<file path="src/rtl/mem_access_unit_if.sv">
// Request/response handshake and word-memory bus between the MEM stage and mem_access_unit.
// The pipeline/testbench side uses the master modport and the unit uses the slave modport.
interface mem_access_unit_if #(
  parameter int ADDR_WIDTH = 32
) ();
  logic                  req_valid;
  logic                  req_ready;
  logic                  req_write;
  logic [2:0]            req_op;
  logic [ADDR_WIDTH-1:0] req_addr;
  logic [31:0]           req_wdata;
  logic                  resp_valid;
  logic [31:0]           resp_rdata;
  logic                  resp_err;
  logic [ADDR_WIDTH-1:0] mem_addr;
  logic [31:0]           mem_wdata;
  logic [31:0]           mem_rdata;
  logic                  mem_read;
  logic                  mem_write;

  modport master (
    output req_valid, req_write, req_op, req_addr, req_wdata, mem_rdata,
    input  req_ready, resp_valid, resp_rdata, resp_err,
           mem_addr, mem_wdata, mem_read, mem_write
  );

  modport slave (
    input  req_valid, req_write, req_op, req_addr, req_wdata, mem_rdata,
    output req_ready, resp_valid, resp_rdata, resp_err,
           mem_addr, mem_wdata, mem_read, mem_write
  );
endinterface

</file>
<file path="src/rtl/mem_access_unit.sv">
// Byte/half/word load-store engine over a word-only memory (RMW for sub-word stores); one request in flight,
// req_ready only in IDLE. MEM_MISALIGN_EXC_EN enables immediate error responses for misaligned half/word accesses.
module mem_access_unit #(
  parameter int ADDR_WIDTH = 32
) (
  input logic             clk,
  input logic             reset,
  mem_access_unit_if.slave bus
);

  typedef enum logic [2:0] {
    IDLE, RD, RD_WAIT, WR, RMW_RD, RMW_WAIT, RMW_WR
  } state_t;

  state_t                state_q, state_d;
  logic [ADDR_WIDTH-1:0] addr_q, addr_d;
  logic [31:0]           wdata_q, wdata_d;
  logic [2:0]            op_q, op_d;
  logic [31:0]           merged_q, merged_d;
  logic                  resp_valid_q, resp_valid_d;
  logic [31:0]           resp_rdata_q, resp_rdata_d;
  logic                  misalign;
  logic [7:0]            byte_sel;
  logic [15:0]           half_sel;
  logic [31:0]           load_val;
  logic [31:0]           merge_val;

`ifdef MEM_MISALIGN_EXC_EN
  logic resp_err_q, resp_err_d;
  assign misalign = ((bus.req_op[1:0] == 2'b01) && bus.req_addr[0]) ||
                    (bus.req_op[1] && (bus.req_addr[1:0] != 2'b00));
  assign bus.resp_err = resp_err_q;
`else
  assign misalign = 1'b0;
  assign bus.resp_err = 1'b0;
`endif

  assign bus.req_ready  = (state_q == IDLE) && !reset;
  assign bus.resp_valid = resp_valid_q;
  assign bus.resp_rdata = resp_rdata_q;

  // Lane select, extension and merge all work on the word returned for the latched address.
  always_comb begin
    byte_sel  = bus.mem_rdata[7:0];
    half_sel  = addr_q[1] ? bus.mem_rdata[31:16] : bus.mem_rdata[15:0];
    load_val  = bus.mem_rdata;
    merge_val = bus.mem_rdata;
    case (addr_q[1:0])
      2'b01:   byte_sel = bus.mem_rdata[15:8];
      2'b10:   byte_sel = bus.mem_rdata[23:16];
      2'b11:   byte_sel = bus.mem_rdata[31:24];
      default: byte_sel = bus.mem_rdata[7:0];
    endcase
    case (op_q[1:0])
      2'b00: begin
        load_val = op_q[2] ? {24'h0, byte_sel} : {{24{byte_sel[7]}}, byte_sel};
        case (addr_q[1:0])
          2'b01:   merge_val[15:8]  = wdata_q[7:0];
          2'b10:   merge_val[23:16] = wdata_q[7:0];
          2'b11:   merge_val[31:24] = wdata_q[7:0];
          default: merge_val[7:0]   = wdata_q[7:0];
        endcase
      end
      2'b01: begin
        load_val = op_q[2] ? {16'h0, half_sel} : {{16{half_sel[15]}}, half_sel};
        if (addr_q[1]) merge_val[31:16] = wdata_q[15:0];
        else           merge_val[15:0]  = wdata_q[15:0];
      end
      default: load_val = bus.mem_rdata;
    endcase
  end

  always_comb begin
    bus.mem_read  = 1'b0;
    bus.mem_write = 1'b0;
    bus.mem_addr  = '0;
    bus.mem_wdata = 32'h0;
    case (state_q)
      RD, RD_WAIT, RMW_RD, RMW_WAIT: begin
        bus.mem_read = 1'b1;
        bus.mem_addr = {addr_q[ADDR_WIDTH-1:2], 2'b00};
      end
      WR: begin
        bus.mem_write = 1'b1;
        bus.mem_addr  = {addr_q[ADDR_WIDTH-1:2], 2'b00};
        bus.mem_wdata = wdata_q;
      end
      RMW_WR: begin
        bus.mem_write = 1'b1;
        bus.mem_addr  = {addr_q[ADDR_WIDTH-1:2], 2'b00};
        bus.mem_wdata = merged_q;
      end
      default: ;
    endcase
  end

  always_comb begin
    state_d      = state_q;
    addr_d       = addr_q;
    wdata_d      = wdata_q;
    op_d         = op_q;
    merged_d     = merged_q;
    resp_valid_d = 1'b0;
    resp_rdata_d = resp_rdata_q;
`ifdef MEM_MISALIGN_EXC_EN
    resp_err_d   = 1'b0;
`endif
    case (state_q)
      IDLE: begin
        if (bus.req_valid) begin
          addr_d  = bus.req_addr;
          wdata_d = bus.req_wdata;
          op_d    = bus.req_op;
          if (misalign) begin
            // Rejected without touching memory; the unit never leaves IDLE.
            resp_valid_d = 1'b1;
            resp_rdata_d = 32'h0;
`ifdef MEM_MISALIGN_EXC_EN
            resp_err_d   = 1'b1;
`endif
          end else if (!bus.req_write) begin
            state_d = RD;
          end else if (bus.req_op[1]) begin
            state_d = WR;
          end else begin
            state_d = RMW_RD;
          end
        end
      end
      RD:      state_d = RD_WAIT;
      RD_WAIT: begin
        resp_valid_d = 1'b1;
        resp_rdata_d = load_val;
        state_d      = IDLE;
      end
      WR: begin
        resp_valid_d = 1'b1;
        resp_rdata_d = 32'h0;
        state_d      = IDLE;
      end
      RMW_RD:  state_d = RMW_WAIT;
      RMW_WAIT: begin
        merged_d = merge_val;
        state_d  = RMW_WR;
      end
      RMW_WR: begin
        resp_valid_d = 1'b1;
        resp_rdata_d = 32'h0;
        state_d      = IDLE;
      end
      default: state_d = IDLE;
    endcase
  end

  always_ff @(posedge clk or posedge reset) begin
    if (reset) begin
      state_q      <= IDLE;
      addr_q       <= '0;
      wdata_q      <= 32'h0;
      op_q         <= 3'b000;
      merged_q     <= 32'h0;
      resp_valid_q <= 1'b0;
      resp_rdata_q <= 32'h0;
`ifdef MEM_MISALIGN_EXC_EN
      resp_err_q   <= 1'b0;
`endif
    end else begin
      state_q      <= state_d;
      addr_q       <= addr_d;
      wdata_q      <= wdata_d;
      op_q         <= op_d;
      merged_q     <= merged_d;
      resp_valid_q <= resp_valid_d;
      resp_rdata_q <= resp_rdata_d;
`ifdef MEM_MISALIGN_EXC_EN
      resp_err_q   <= resp_err_d;
`endif
    end
  end

endmodule

</file>
<file path="src/flat_wrapper.sv">
// flat-port wrapper written by rule: the top's interface ports become plain ports
module mem_access_unit_flat 
#(
  parameter int ADDR_WIDTH = 32
)
  (clk, reset, bus_req_valid, bus_req_write, bus_req_op, bus_req_addr, bus_req_wdata, bus_mem_rdata, bus_req_ready, bus_resp_valid, bus_resp_rdata, bus_resp_err, bus_mem_addr, bus_mem_wdata, bus_mem_read, bus_mem_write);
  mem_access_unit_if #(.ADDR_WIDTH(ADDR_WIDTH)) bus_i ();
  input logic clk;
  input logic reset;
  input wire logic [$bits(bus_i.req_valid)-1:0] bus_req_valid;
  input wire logic [$bits(bus_i.req_write)-1:0] bus_req_write;
  input wire logic [$bits(bus_i.req_op)-1:0] bus_req_op;
  input wire logic [$bits(bus_i.req_addr)-1:0] bus_req_addr;
  input wire logic [$bits(bus_i.req_wdata)-1:0] bus_req_wdata;
  input wire logic [$bits(bus_i.mem_rdata)-1:0] bus_mem_rdata;
  output wire logic [$bits(bus_i.req_ready)-1:0] bus_req_ready;
  output wire logic [$bits(bus_i.resp_valid)-1:0] bus_resp_valid;
  output wire logic [$bits(bus_i.resp_rdata)-1:0] bus_resp_rdata;
  output wire logic [$bits(bus_i.resp_err)-1:0] bus_resp_err;
  output wire logic [$bits(bus_i.mem_addr)-1:0] bus_mem_addr;
  output wire logic [$bits(bus_i.mem_wdata)-1:0] bus_mem_wdata;
  output wire logic [$bits(bus_i.mem_read)-1:0] bus_mem_read;
  output wire logic [$bits(bus_i.mem_write)-1:0] bus_mem_write;
  assign bus_i.req_valid = bus_req_valid;
  assign bus_i.req_write = bus_req_write;
  assign bus_i.req_op = bus_req_op;
  assign bus_i.req_addr = bus_req_addr;
  assign bus_i.req_wdata = bus_req_wdata;
  assign bus_i.mem_rdata = bus_mem_rdata;
  assign bus_req_ready = bus_i.req_ready;
  assign bus_resp_valid = bus_i.resp_valid;
  assign bus_resp_rdata = bus_i.resp_rdata;
  assign bus_resp_err = bus_i.resp_err;
  assign bus_mem_addr = bus_i.mem_addr;
  assign bus_mem_wdata = bus_i.mem_wdata;
  assign bus_mem_read = bus_i.mem_read;
  assign bus_mem_write = bus_i.mem_write;
  mem_access_unit #(.ADDR_WIDTH(ADDR_WIDTH)) u_core (.clk(clk), .reset(reset), .bus(bus_i));
endmodule
</file>
<file path="config.mk">
export PLATFORM = sky130hd
export DESIGN_NAME = mem_access_unit_flat
export DESIGN_NICKNAME = d
export VERILOG_FILES = /design/src/rtl/mem_access_unit_if.sv /design/src/rtl/mem_access_unit.sv /design/src/flat_wrapper.sv
export SDC_FILE = /design/constraint.sdc
export NUM_CORES = 1
export LEC_CHECK = 0
export CORE_MARGIN = 2
export CORE_UTILIZATION = 49
export CTS_BUF_LIST = sky130_fd_sc_hd__clkbuf_8
export CTS_CLUSTER_DIAMETER = 30
export DETAILED_ROUTE_END_ITERATION = 12
export MAX_ROUTING_LAYER = met4
export PLACE_DENSITY_LB_ADDON = 0.25
export SLEW_MARGIN = 15
export SYNTH_ARGS = -nofsm -noshare
export SYNTH_HDL_FRONTEND = slang
export SYNTH_SLANG_ARGS = --single-unit
</file>
<file path="constraint.sdc">
create_clock -name clk -period 4.96 [get_ports clk]
set_input_delay 0.744 -clock clk [delete_from_list [all_inputs] [get_ports clk]]
set_output_delay 0.744 -clock clk [all_outputs]
set_load 0.01 [all_outputs]
</file>
# After elaboration in Yosys (flattened, before gate mapping)

Cells that the tools add are included.

Multiplexer cells: 22
Reduce and logical (&&, ||, !) cells: 11
Equality and inequality tests: 11

Operators by type and width:

| operator                                                              | count |
|---|---|
| 32-bit case mux with 2 select lines                                   | 4 |
| 32-bit 2-to-1 mux                                                     | 3 |
| 16-bit 2-to-1 mux                                                     | 3 |
| 8-bit 2-to-1 mux                                                      | 4 |
| 8-bit case mux with 3 select lines                                    | 1 |
| 3-bit case mux with 4 select lines                                    | 1 |
| 3-bit equality test, second input constant                            | 3 |
| 3-bit 2-to-1 mux                                                      | 3 |
| 3-bit by 2-bit equality test with 1-bit output, second input constant | 2 |
| 3-bit OR reduction                                                    | 2 |
| 6-bit OR reduction                                                    | 1 |
| 2-bit by 1-bit equality test with 1-bit output, second input constant | 2 |
| 2-bit equality test, second input constant                            | 2 |
| 4-bit OR reduction                                                    | 1 |
| 3-bit by 1-bit equality test with 1-bit output, second input constant | 1 |
| 3-bit zero test                                                       | 1 |
| 1-bit 2-to-1 mux                                                      | 3 |
| 2-bit zero test                                                       | 1 |
| 2-bit inequality test, second input constant                          | 1 |
| 2-bit AND reduction                                                   | 1 |
| 2-bit nonzero test                                                    | 1 |
| 2-bit OR reduction                                                    | 1 |
| 1-bit logical AND                                                     | 1 |
| 1-bit zero test                                                       | 1 |

Flip-flop bits (word level): 135
Word-level logic and storage cells: 51
Output and inout bits: 101

# Depth between registers and ports, before layout

Depth in word-level cells: 5
Gate-level depth with buffers: 8
Depth with buffers taken out: 4

# Worst setup path after synthesis

No wires, ideal clock.

Path kind: flip-flop to output port
Start: register u_core.state_q[1]
End: output port bus_mem_wdata[10]
Required time: 4216 ps
Setup slack: 2745 ps
Cell stages (with the launch flop): 5
Arrival: 1471 ps
Path buffers: 2
Cell sequence: dfrtp_1 -> buf_2 -> nor3b_1 -> clkbuf_1 -> a22o_1

Cells in the longest elaborated chain, start to end: 2
Elaborated cells on any way between the ends: 3

RTL lines:

| what                                                                                         | RTL line               | text |
|---|---|---|
| start, declared                                                                              | mem_access_unit.sv:15  | `state_t state_q, state_d;` |
| start signal, assigned                                                                       | mem_access_unit.sv:168 | `state_q <= state_d;` |
| 3-bit equality test / 3-bit by 2-bit equality test with 1-bit output (equally long branches) | mem_access_unit.sv:78  | `case (state_q)` |
| 32-bit case mux with 2 select lines *                                                        | mem_access_unit.sv:78  |  |
| end, declared                                                                                | flat_wrapper.sv:21     | `output wire logic [$bits(bus_i.mem_wdata)-1:0] bus_mem_wdata;` |

Every way passes the cells marked *; elsewhere a longest branch is shown, timed or not.

# Worst setup path after layout

Start: register u_core.state_q[2]
End: output port bus_mem_wdata[9]

The elaborated chain is that of the path after synthesis.

==> impl_metrics.py <==
metrics = {
    "setup_path": {
        "worstPathArrival_ns": 2.68,
        "ff2ff_path_depth": 4,
        "crit_path_start_kind": "register",
        "path_delay_family": "buffers and inverters",
        "cp_cell_sequence": "inv_1 -> nor3b_2 -> buf_4 -> a22o_1 -> clkdlybuf4s50_1",
        "cp.depth": 5,
        "required_ns": 4.22,
        "max_stage_delay_ns": 0.54,
        "critPathMaxFanout": 29,
        "path_class": "register to output pin",
        "slowest_stage": "dfrtp_1",
        "cp-end-kind": "output pin",
        "worstPathBufferInverterCount": 3,
    },
    "clock_tree": {
        "cts_max_level": 4,
        "cts_setup_buffers": 0,
        "cts_resized": 0,
        "clock-sinks": 135,
        "holdBufCountCts": 0,
        "clockBufferDepth": 2,
        "cts.clk_slew.worst_paths_ns": 0.07,
        "clk_latency_ns": 0.45,
        "cts_tree": "built",
        "cts-root-buf": "clkbuf_8",
        "numCtsBuffers": 17,
    },
    "die": {
        "core_area_um2": 13700,
        "die_area_um2": 14900,
        "num_rows": 43,
        "fp.dieH_um": 122,
        "io_pins": 204,
        "die_w_um": 122,
        "initial_core_util": 0.497,
    },
    "place": {
        "place.gp.congestion": 0.894,
        "io_buffers": 200,
        "post-dp-hpwl_um": 13800,
        "dpl_cell_area_um2": 8900,
    },
    "synthesis": {
        "synth.area.top_cells": "dfrtp_1, mux2_2, a22o_1",
        "synthFlopType": "dfrtp_1",
        "ys_ff_latch": 135,
        "yosys.area.top_type": "dfrtp_1",
        "yosys-top-cells-count": "dfrtp_1, mux2_2, nand2_1, a21oi_1, clkbuf_1",
        "synth.top_cell.area_share": 0.495,
        "synth-edff-count": 0,
        "synth.avg_cell_area_um2": 10.9,
        "syn_inst": 624,
        "ys_warn_count": 0,
        "ys_types": 42,
        "seq_area_frac_synth": 0.495,
        "mappedNetlistArea_um2": 6820,
        "post-synth-top-count-cell": "dfrtp_1",
        "async_flop_share": 1.00,
    },
    "pwr": {
        "p_sw_frac": 0.372,
        "p_switching_w": 0.00216,
        "p_leak_nw": 3.83,
        "p_total_w": 0.00581,
        "power.share.combinational": 0.487,
        "peakVddDrop_v": 0.000447,
        "p_int_w": 0.00365,
        "powerDensity_nw_per_um2": 625,
        "pwr-share-seq": 0.357,
        "clkPwrFrac": 0.156,
    },
    "run": {
        "max_cap_viol_count": 0,
    },
    "finish": {
        "synthToLayoutAreaGrowth_pct": 36.2,
        "drive_gt1_frac": 0.173,
        "num_antenna_cells": 0,
        "final_nets": 903,
        "fin_area_um2": 9290,
        "fin_util": 0.677,
    },
    "drt": {
        "viasPerCell": 5.81,
        "dr.pass1.iters": 6,
        "routedWlPerCell_um": 19.7,
        "drc_errors": 0,
        "dr.first_iter.drc_count": 504,
        "num_vias": 5771,
        "totalWireLength_um": 19600,
        "ant_nets": 0,
    },
    "timing": {
        "slew_viol_final": 0,
        "fin_crit_sh": 0.690,
        "setup-tns-final_ns": 0,
        "period_minus_slack_ns": 3.42,
        "setup_viol_count_final": 0,
        "rsz0062_at_grt": "no",
        "fmax_mhz": 292,
        "skew_ns": 0.00895,
        "hold_slack_ns": 0.486,
        "hold_violations": 0,
        "max_slew.worst_pin.slew_ns": 1.14,
        "maxSlewHeadroom": 0.240,
    },
    "global_route": {
        "grt_overflow_total": 0,
        "track_usage": 0.279,
        "grt_pass1_vias": 5738,
        "antenna_found_initial": 0,
        "grt_max_degree": 107,
        "grt_pass1_wl_um": 30600,
    },
    "outcome": {
        "status": "completed",
    },
    "hold_path": {
        "hold_path_class": "register to register",
        "holdPathStages": 2,
    },
}
sequential cells by signal, indices dropped and copies added (netlist names):
| name | flops |
|---|---|
| u_core.addr_q | 32 |
| u_core.wdata_q | 32 |
| u_core.merged_q | 32 |
| u_core.state_q | 3 |
| u_core.bus.resp_rdata | 32 |
| u_core.bus.resp_valid | 1 |
| u_core.op_q | 3 |
metal layers:
layer | vias up | part of all wire | global-route usage
met3 | 44 | 0.073 | 0.0618
met4 | 0 | 0.030 | 0.120
met1 | 2842 | 0.43 | 0.369
met2 | 257 | 0.47 | 0.414
met5 | - | 0 | -
li1 | 2628 | - | -
per-stage QoR:
stage / worst slack, ns / cells
floorplan: 0.605 / 626
global placement: 1.95 / 961
detailed placement: 1.89 / 961
CTS: 1.54 / 993
global route: 1.41 / 993
finish: 1.54 / 993
logic make-up after synthesis:
group,share of synthesized area
other,0.000550
multiplexers,0.163
buffers and inverters,0.0383
AO/OA/AOI/OAI,0.170
flip-flops,0.495
AND/OR/NAND/NOR,0.133
power groups by stage:
stage,combinational (W),clock [W],sequential [W]
after floorplan,0.00179,0,0.00192
after global placement,0.00275,0,0.00206
after detailed placement,0.00281,0,0.00208
after CTS,0.00284,0.000922,0.00207
after global routing,0.00306,0.000971,0.00214
final,0.00283,0.000907,0.00207
area by class of cell:
| type | instances | area (µm²) |
|---|---|---|
| Tap cell | 180 | 225 |
| Clock inverter | 11 | 106 |
| Multi-Input combinational cell | 432 | 3200 |
| Clock buffer | 21 | 289 |
| Sequential cell | 135 | 3380 |
| Inverter | 4 | 20.0 |
| Fill cell | 1055 | 4430 |
| Timing Repair Buffer | 210 | 2080 |
worst paths after layout:
kind	startpoint	end	slack (ns)
max	u_core.state_q[2]	bus_mem_wdata[9]	1.54
min	u_core.merged_q[18]	u_core.merged_q[18]	0.49
max reg2reg	u_core.state_q[0]	u_core.wdata_q[5]	2.32
min reg2reg	u_core.merged_q[18]	u_core.merged_q[18]	0.49
max in group asynchronous	reset	u_core.bus.resp_rdata[10]	3.13
min in group asynchronous	reset	u_core.addr_q[30]	0.91
worst min-delay path, delay by kind of cell (launching register included):
family          cells  cell delay (ns)
flops               1             0.35
compound gates      1             0.06
simple gates        1             0.05
layout by cell type (no fill, tap or decap), drive strengths merged:
cell,instances
a2111oi,1
nor3b,4
nor2,18
o221ai,1
nand3,8
or3,2
and2,33
a21oi,37
mux2,83
a22oi,1
o21bai,1
nand2b,22
o211ai,1
a22o,32
inv,7
nor4,1
nor3,11
or3b,1
conb,3
a31oi,7
nand3b,8
o21ai,33
nand2,52
a221o,16
bufinv,2
nor2b,10
clkinvlp,2
buf,10
mux2i,18
a41oi,1
or2,2
clkdlybuf4s50,200
o21a,1
a222oi,7
clkinv,4
clkbuf,21
o22ai,1
dfrtp,135
a32o,16
Note: power is estimated with default switching activity, not from simulation.
==> patch 1: new RTL, config.mk and constraints unchanged <==
`ADDR_WIDTH` is set to 32 in 3 places; all go to 16.
--- a/src/rtl/mem_access_unit_if.sv
+++ b/src/rtl/mem_access_unit_if.sv
@@ -1,7 +1,7 @@
 // Request/response handshake and word-memory bus between the MEM stage and mem_access_unit.
 // The pipeline/testbench side uses the master modport and the unit uses the slave modport.
 interface mem_access_unit_if #(
-  parameter int ADDR_WIDTH = 32
+  parameter int ADDR_WIDTH = 16
 ) ();
   logic                  req_valid;
   logic                  req_ready;
--- a/src/rtl/mem_access_unit.sv
+++ b/src/rtl/mem_access_unit.sv
@@ -1,7 +1,7 @@
 // Byte/half/word load-store engine over a word-only memory (RMW for sub-word stores); one request in flight,
 // req_ready only in IDLE. MEM_MISALIGN_EXC_EN enables immediate error responses for misaligned half/word accesses.
 module mem_access_unit #(
-  parameter int ADDR_WIDTH = 32
+  parameter int ADDR_WIDTH = 16
 ) (
   input logic             clk,
   input logic             reset,
--- a/src/flat_wrapper.sv
+++ b/src/flat_wrapper.sv
@@ -1,7 +1,7 @@
 // flat-port wrapper written by rule: the top's interface ports become plain ports
 module mem_access_unit_flat 
 #(
-  parameter int ADDR_WIDTH = 32
+  parameter int ADDR_WIDTH = 16
 )
   (clk, reset, bus_req_valid, bus_req_write, bus_req_op, bus_req_addr, bus_req_wdata, bus_mem_rdata, bus_req_ready, bus_resp_valid, bus_resp_rdata, bus_resp_err, bus_mem_addr, bus_mem_wdata, bus_mem_read, bus_mem_write);
   mem_access_unit_if #(.ADDR_WIDTH(ADDR_WIDTH)) bus_i ();
Ports: changed (resized bus_mem_addr and bus_req_addr); port bits go from 204 to 172. No check against the original RTL was run, so the function may have changed too.
==> patch 1 against the original RTL <==
- routed wire length fell by 8.0%
- power down 11%
- setup slack improved by 0.16 ns
- synthesized area decreased by 10%
- combinational power is 17% lower
- final cell count is 9.7% lower
- synthesized cell count is 8.3% lower
- final area down 11%
- clock skew barely moved
- sequential cell count fell by 16
- highest routed layer unchanged
==> patch 1: results <==
<?xml version="1.0" encoding="UTF-8"?>
<metrics>
  <group name="status">
    <metric name="status" unit="">completed</metric>
  </group>
  <group name="placed_design">
    <metric name="io_buffer_count" unit="">168</metric>
    <metric name="detailedPlacementHpwl" unit="um">12470</metric>
    <metric name="place_ws" unit="ns">2.125</metric>
  </group>
  <group name="worst_setup_path">
    <metric name="critical_path.max_fanout" unit="">14</metric>
    <metric name="critical_path.slowest_cell" unit="">nor2_1</metric>
    <metric name="cpPeakStageDelay" unit="ns">0.57</metric>
    <metric name="critical_path.startpoint" unit="">u_core.state_q[0]</metric>
    <metric name="worst-endpoint-arrival" unit="ns">2.52</metric>
    <metric name="top_family_by_delay_on_critical_path" unit="">simple AND/OR/NAND/NOR gates</metric>
    <metric name="worst_r2r_startpoint" unit="">u_core.op_q[0]</metric>
  </group>
  <group name="sta">
    <metric name="fin_skew" unit="ns">0.008818</metric>
    <metric name="max-slew-margin-rel" unit="%">24.28</metric>
  </group>
  <group name="logic_synthesis">
    <metric name="leading_cell_types_by_count_after_synthesis" unit="">dfrtp_1 (119), mux2_2 (67), nand2_1 (52)</metric>
    <metric name="synth.yosys.seq_area_share" unit="%">48.64</metric>
    <metric name="post_synth_main_area_contributors" unit="">dfrtp_1 (49%), mux2_2 (12%), a22o_1 (4.6%)</metric>
  </group>
  <group name="grt">
    <metric name="grt_first_pass_wirelength" unit="um">27920</metric>
    <metric name="track_usage" unit="%">28.57</metric>
    <metric name="via_count_of_the_first_global_routing_pass" unit="">5414</metric>
    <metric name="grt_max_degree" unit="">66</metric>
    <metric name="grt_antenna_before_repair" unit="">0</metric>
  </group>
  <group name="clock_tree">
    <metric name="cts_max_path_buffers" unit="">2</metric>
  </group>
  <group name="layout">
    <metric name="fillers" unit="">956</metric>
    <metric name="nNetsFinal" unit="">803</metric>
    <metric name="final_layout_size_suffix_gt1_share" unit="%">17.15</metric>
  </group>
  <group name="drt">
    <metric name="wl_per_cell" unit="um">20.07</metric>
    <metric name="met1Wirelength" unit="um">7168</metric>
    <metric name="wl_met2" unit="um">8677</metric>
    <metric name="post_drt_via_cell_ratio" unit="">6.020</metric>
    <metric name="drt_first_iter_violations" unit="">539</metric>
    <metric name="met3WireLength" unit="um">1677</metric>
  </group>
  <group name="hold_path">
    <metric name="worst_hold_startpoint" unit="">u_core.merged_q[1]</metric>
  </group>
  <group name="power_and_ir_drop">
    <metric name="standby_leakage_power" unit="nW">3.395</metric>
    <metric name="irDropWorstVdd" unit="mV">0.5437</metric>
  </group>
</metrics>
[patch 1: changes by cell type after synthesis, sizes merged]
cell | before | now
dfrtp | 135 | 119
buf | 20 | 18
mux2 | 83 | 67
clkbuf | 35 | 33
and2 | 33 | 17
[patch 1: through the flow]
| step | instances | instance area [sq um] |
|---|---|---|
| final | 897 | 8273 |
| after global routing | 897 | 8273 |
| after CTS | 897 | 8269 |
| after detailed placement | 865 | 7850 |
| after global placement | 865 | 7850 |
| after floorplan | 574 | 6130 |
[patch 1: logic make-up after synthesis]
kind of cell	Yosys count	share of synthesized area [%]
compound gates	156	18.93
buf+inv	55	3.965
flops	119	48.64
mux	85	15.27
other cells	1	0.06125
simple gates	156	13.14
[patch 1: metal layers]
metal,GRT usage (%),up-vias
li1,-,2397
met4,10.32,0
met2,45.46,314
met1,35.30,2646
met5,-,-
met3,7.688,43
[patch 1: final timing paths]
check	to	slack (ns)	cells after the start
setup / recovery	bus_mem_addr[7]	1.70	4
hold / removal	u_core.merged_q[1]	0.49	2
setup reg to reg	u_core.bus.resp_rdata[4]	2.35	4
hold reg to reg	u_core.merged_q[1]	0.49	2
max in group asynchronous	u_core.wdata_q[3]	3.24	3
min in group asynchronous	u_core.merged_q[25]	0.84	2
[patch 1: report_power, final]
part / internal, W / switching, W
registers: 0.00142 / 0.000438
clock network: 0.000539 / 0.000405
logic: 0.00125 / 0.00111
total: 0.00321 / 0.00195
[patch 1: layout make-up]
| class | count | area (sq um) | share of cell area, % |
|---|---|---|---|
| tap | 168 | 210.2 | 2.541 |
| clock buffer | 17 | 234.0 | 2.828 |
| inverter | 4 | 17.52 | 0.2117 |
| clock inverter | 15 | 185.2 | 2.238 |
| sequential | 119 | 2978 | 36.00 |
| timing repair buffer | 174 | 1727 | 20.87 |
| multi-input combinational | 400 | 2922 | 35.31 |
==> patch 2: new RTL, same flow settings <==
Without the edit above. Encoding of `state_t`: now Gray code (3 bits for 7 states).
--- a/src/rtl/mem_access_unit.sv
+++ b/src/rtl/mem_access_unit.sv
@@ -9,7 +9,7 @@
 );
 
   typedef enum logic [2:0] {
-    IDLE, RD, RD_WAIT, WR, RMW_RD, RMW_WAIT, RMW_WR
+    IDLE = 3'b000, RD = 3'b001, RD_WAIT = 3'b011, WR = 3'b010, RMW_RD = 3'b110, RMW_WAIT = 3'b111, RMW_WR = 3'b101
   } state_t;
 
   state_t                state_q, state_d;
Check against the original RTL: same outputs for any inputs over 4 cycles, from zero or initial values and one cycle with reset high; so few cycles prove little.
==> patch 2 against the original RTL <==
- synthesized area increased by 4.4%
- power is 5.3% higher
- routed wire length rose by 5.4%
- via count grew 9.0%
- combinational power is 6% higher
- hold slack lost 0.0030 ns
- sequential power increased by 5%
- sequential cell count did not move
- setup slack worse by 0.12 ns
- final area rose by 3.1%
- largest cell class is now multi-input gates
==> patch 2: results <==
<?xml version="1.0" encoding="UTF-8"?>
<metrics>
  <group name="layout">
    <metric name="antenna_cells" unit="">0</metric>
    <metric name="fillers" unit="">1120</metric>
    <metric name="nNetsFinal" unit="">978</metric>
    <metric name="final_layout_size_suffix_gt1_share" unit="%">13.06</metric>
  </group>
  <group name="logic_synthesis">
    <metric name="dominantRegCellSynth" unit="">dfrtp_1</metric>
    <metric name="post_synth_main_area_contributors" unit="">dfrtp_1 (47%), mux2_2 (11%), a22o_1 (4.2%)</metric>
    <metric name="synth.yosys.seq_area_share" unit="%">47.43</metric>
    <metric name="synth_cell_types" unit="">45</metric>
    <metric name="leading_cell_types_by_count_after_synthesis" unit="">dfrtp_1 (135), mux2_2 (68), nand2_1 (68)</metric>
    <metric name="async_set_reset_flop_share_out_of_synthesis" unit="%">100.0</metric>
    <metric name="yosys_warn_count" unit="">0</metric>
  </group>
  <group name="grt">
    <metric name="track_usage" unit="%">27.68</metric>
    <metric name="grt_max_degree" unit="">110</metric>
    <metric name="grt_first_pass_wirelength" unit="um">33080</metric>
    <metric name="via_count_of_the_first_global_routing_pass" unit="">6401</metric>
    <metric name="grt_antenna_before_repair" unit="">0</metric>
  </group>
  <group name="drt">
    <metric name="vias" unit="">6288</metric>
    <metric name="wl_per_cell" unit="um">19.25</metric>
    <metric name="drtPass1Iterations" unit="">6</metric>
    <metric name="drt_first_iter_violations" unit="">594</metric>
  </group>
  <group name="clock_tree">
    <metric name="cts_max_path_buffers" unit="">2</metric>
    <metric name="post-cts-setup-buffers" unit="">0</metric>
    <metric name="post_cts_resized" unit="">0</metric>
    <metric name="cts_root_buf" unit="">clkbuf_8</metric>
    <metric name="htreeDepth" unit="">4</metric>
    <metric name="clock_insertion_delay_worst_skew" unit="ns">0.44</metric>
    <metric name="tritoncts.num_buffers" unit="">17</metric>
    <metric name="cts.reportedPaths.clkPinSlew" unit="ns">0.07</metric>
  </group>
  <group name="sta">
    <metric name="fin_skew" unit="ns">0.008978</metric>
    <metric name="max-slew-margin-rel" unit="%">34.30</metric>
  </group>
  <group name="worst_setup_path">
    <metric name="critical_path.max_fanout" unit="">33</metric>
    <metric name="top_family_by_delay_on_critical_path" unit="">flip-flops</metric>
    <metric name="cpPeakStageDelay" unit="ns">0.94</metric>
    <metric name="critical_path.slowest_cell" unit="">dfrtp_1</metric>
  </group>
  <group name="hold_path">
    <metric name="hp-class" unit="">reg -&gt; reg</metric>
  </group>
  <group name="placed_design">
    <metric name="place_ws" unit="ns">1.933</metric>
    <metric name="gp_congestion" unit="">0.9207</metric>
    <metric name="io_buffer_count" unit="">200</metric>
    <metric name="detailedPlacementHpwl" unit="um">14680</metric>
  </group>
  <group name="power_and_ir_drop">
    <metric name="standby_leakage_power" unit="nW">4.099</metric>
    <metric name="p_int" unit="W">0.003741</metric>
    <metric name="irDropWorstVdd" unit="mV">0.4251</metric>
  </group>
  <group name="status">
    <metric name="status" unit="">completed</metric>
  </group>
</metrics>
-- patch 2: cell types whose count changed in the layout (fill, tap and decap cells not counted), moves of 10 or more --
| cell | change |
|---|---|
| a21oi_1 | +20 |
| a221o_2 | -10 |
| a22oi_1 | +21 |
| a32o_1 | -16 |
| and2_1 | -28 |
| inv_1 | +14 |
| mux2_2 | -15 |
| nand2_1 | +16 |
| nand2b_1 | -19 |
| nor2_1 | +20 |
| nor2b_1 | +30 |
| nor3_1 | -10 |
| o31ai_1 | +16 |
| or2_1 | +14 |
-- patch 2: worst paths after layout --
path,start,to,slack (ns),cells past startpoint
min in group asynchronous,reset,u_core.addr_q[2],0.92,2
max reg2reg,u_core.state_q[2],u_core.bus.resp_rdata[30],2.21,3
max in group asynchronous,reset,u_core.addr_q[7],3.05,3
min reg2reg,u_core.merged_q[31],u_core.merged_q[31],0.48,2
min,u_core.merged_q[31],u_core.merged_q[31],0.48,2
max,u_core.state_q[2],bus_mem_wdata[1],1.41,4
-- patch 2: cell type report --
cell class,count,area share (%)
Multi-Input combinational cell,495,35.82
Sequential cell,135,35.26
Timing Repair Buffer,208,21.52
Clock buffer,22,3.161
Tap cell,184,2.403
Clock inverter,10,1.071
Inverter,18,0.7575
-- patch 2: power groups by stage --
stage	sequential, W	clock, W	combinational [W]
detailed placement	0.00218	0	0.00300
global route	0.00225	0.000993	0.00328
global placement	0.00215	0	0.00290
finish	0.00218	0.000920	0.00301
floorplan	0.00198	0	0.00190
CTS	0.00216	0.000936	0.00301
-- patch 2: worst register-to-register path: cells and delay by family, from the launching register on --
family / cells / cell delay [ns]
AO/OA/AOI/OAI: 2 / 1.18
flip-flops: 1 / 0.72
AND/OR/NAND/NOR: 1 / 0.79
-- patch 2: metrics by stage --
| stage | hold WS, ns | std cells | cell area (sq um) | total power (W) |
|---|---|---|---|---|
| finish | 0.4826 | 1072 | 9580 | 0.006113 |
| global route | 0.4972 | 1072 | 9580 | 0.006515 |
| CTS | 0.4864 | 1072 | 9565 | 0.006109 |
| detailed placement | 0.4694 | 1040 | 9160 | 0.005172 |
| global placement | 0.4634 | 1040 | 9160 | 0.005048 |
| floorplan | 0.4489 | 714 | 7131 | 0.003885 |
-- patch 2: cells by family after synthesis --
logic type / after synthesis / share of synthesized area (%)
AND/OR/NAND/NOR: 187 / 13.16
AO/OA/AOI/OAI: 219 / 21.06
flip-flops: 135 / 47.43
other: 1 / 0.05265
multiplexers: 86 / 13.37
buffers and inverters: 84 / 4.936
-- patch 2: layer usage --
| metal | share of wire [%] | global-route usage (%) |
|---|---|---|
| met5 | 0 | - |
| met4 | 3.3 | 11.17 |
| met3 | 6.8 | 7.259 |
| met2 | 49 | 43.39 |
| met1 | 41 | 34.38 |
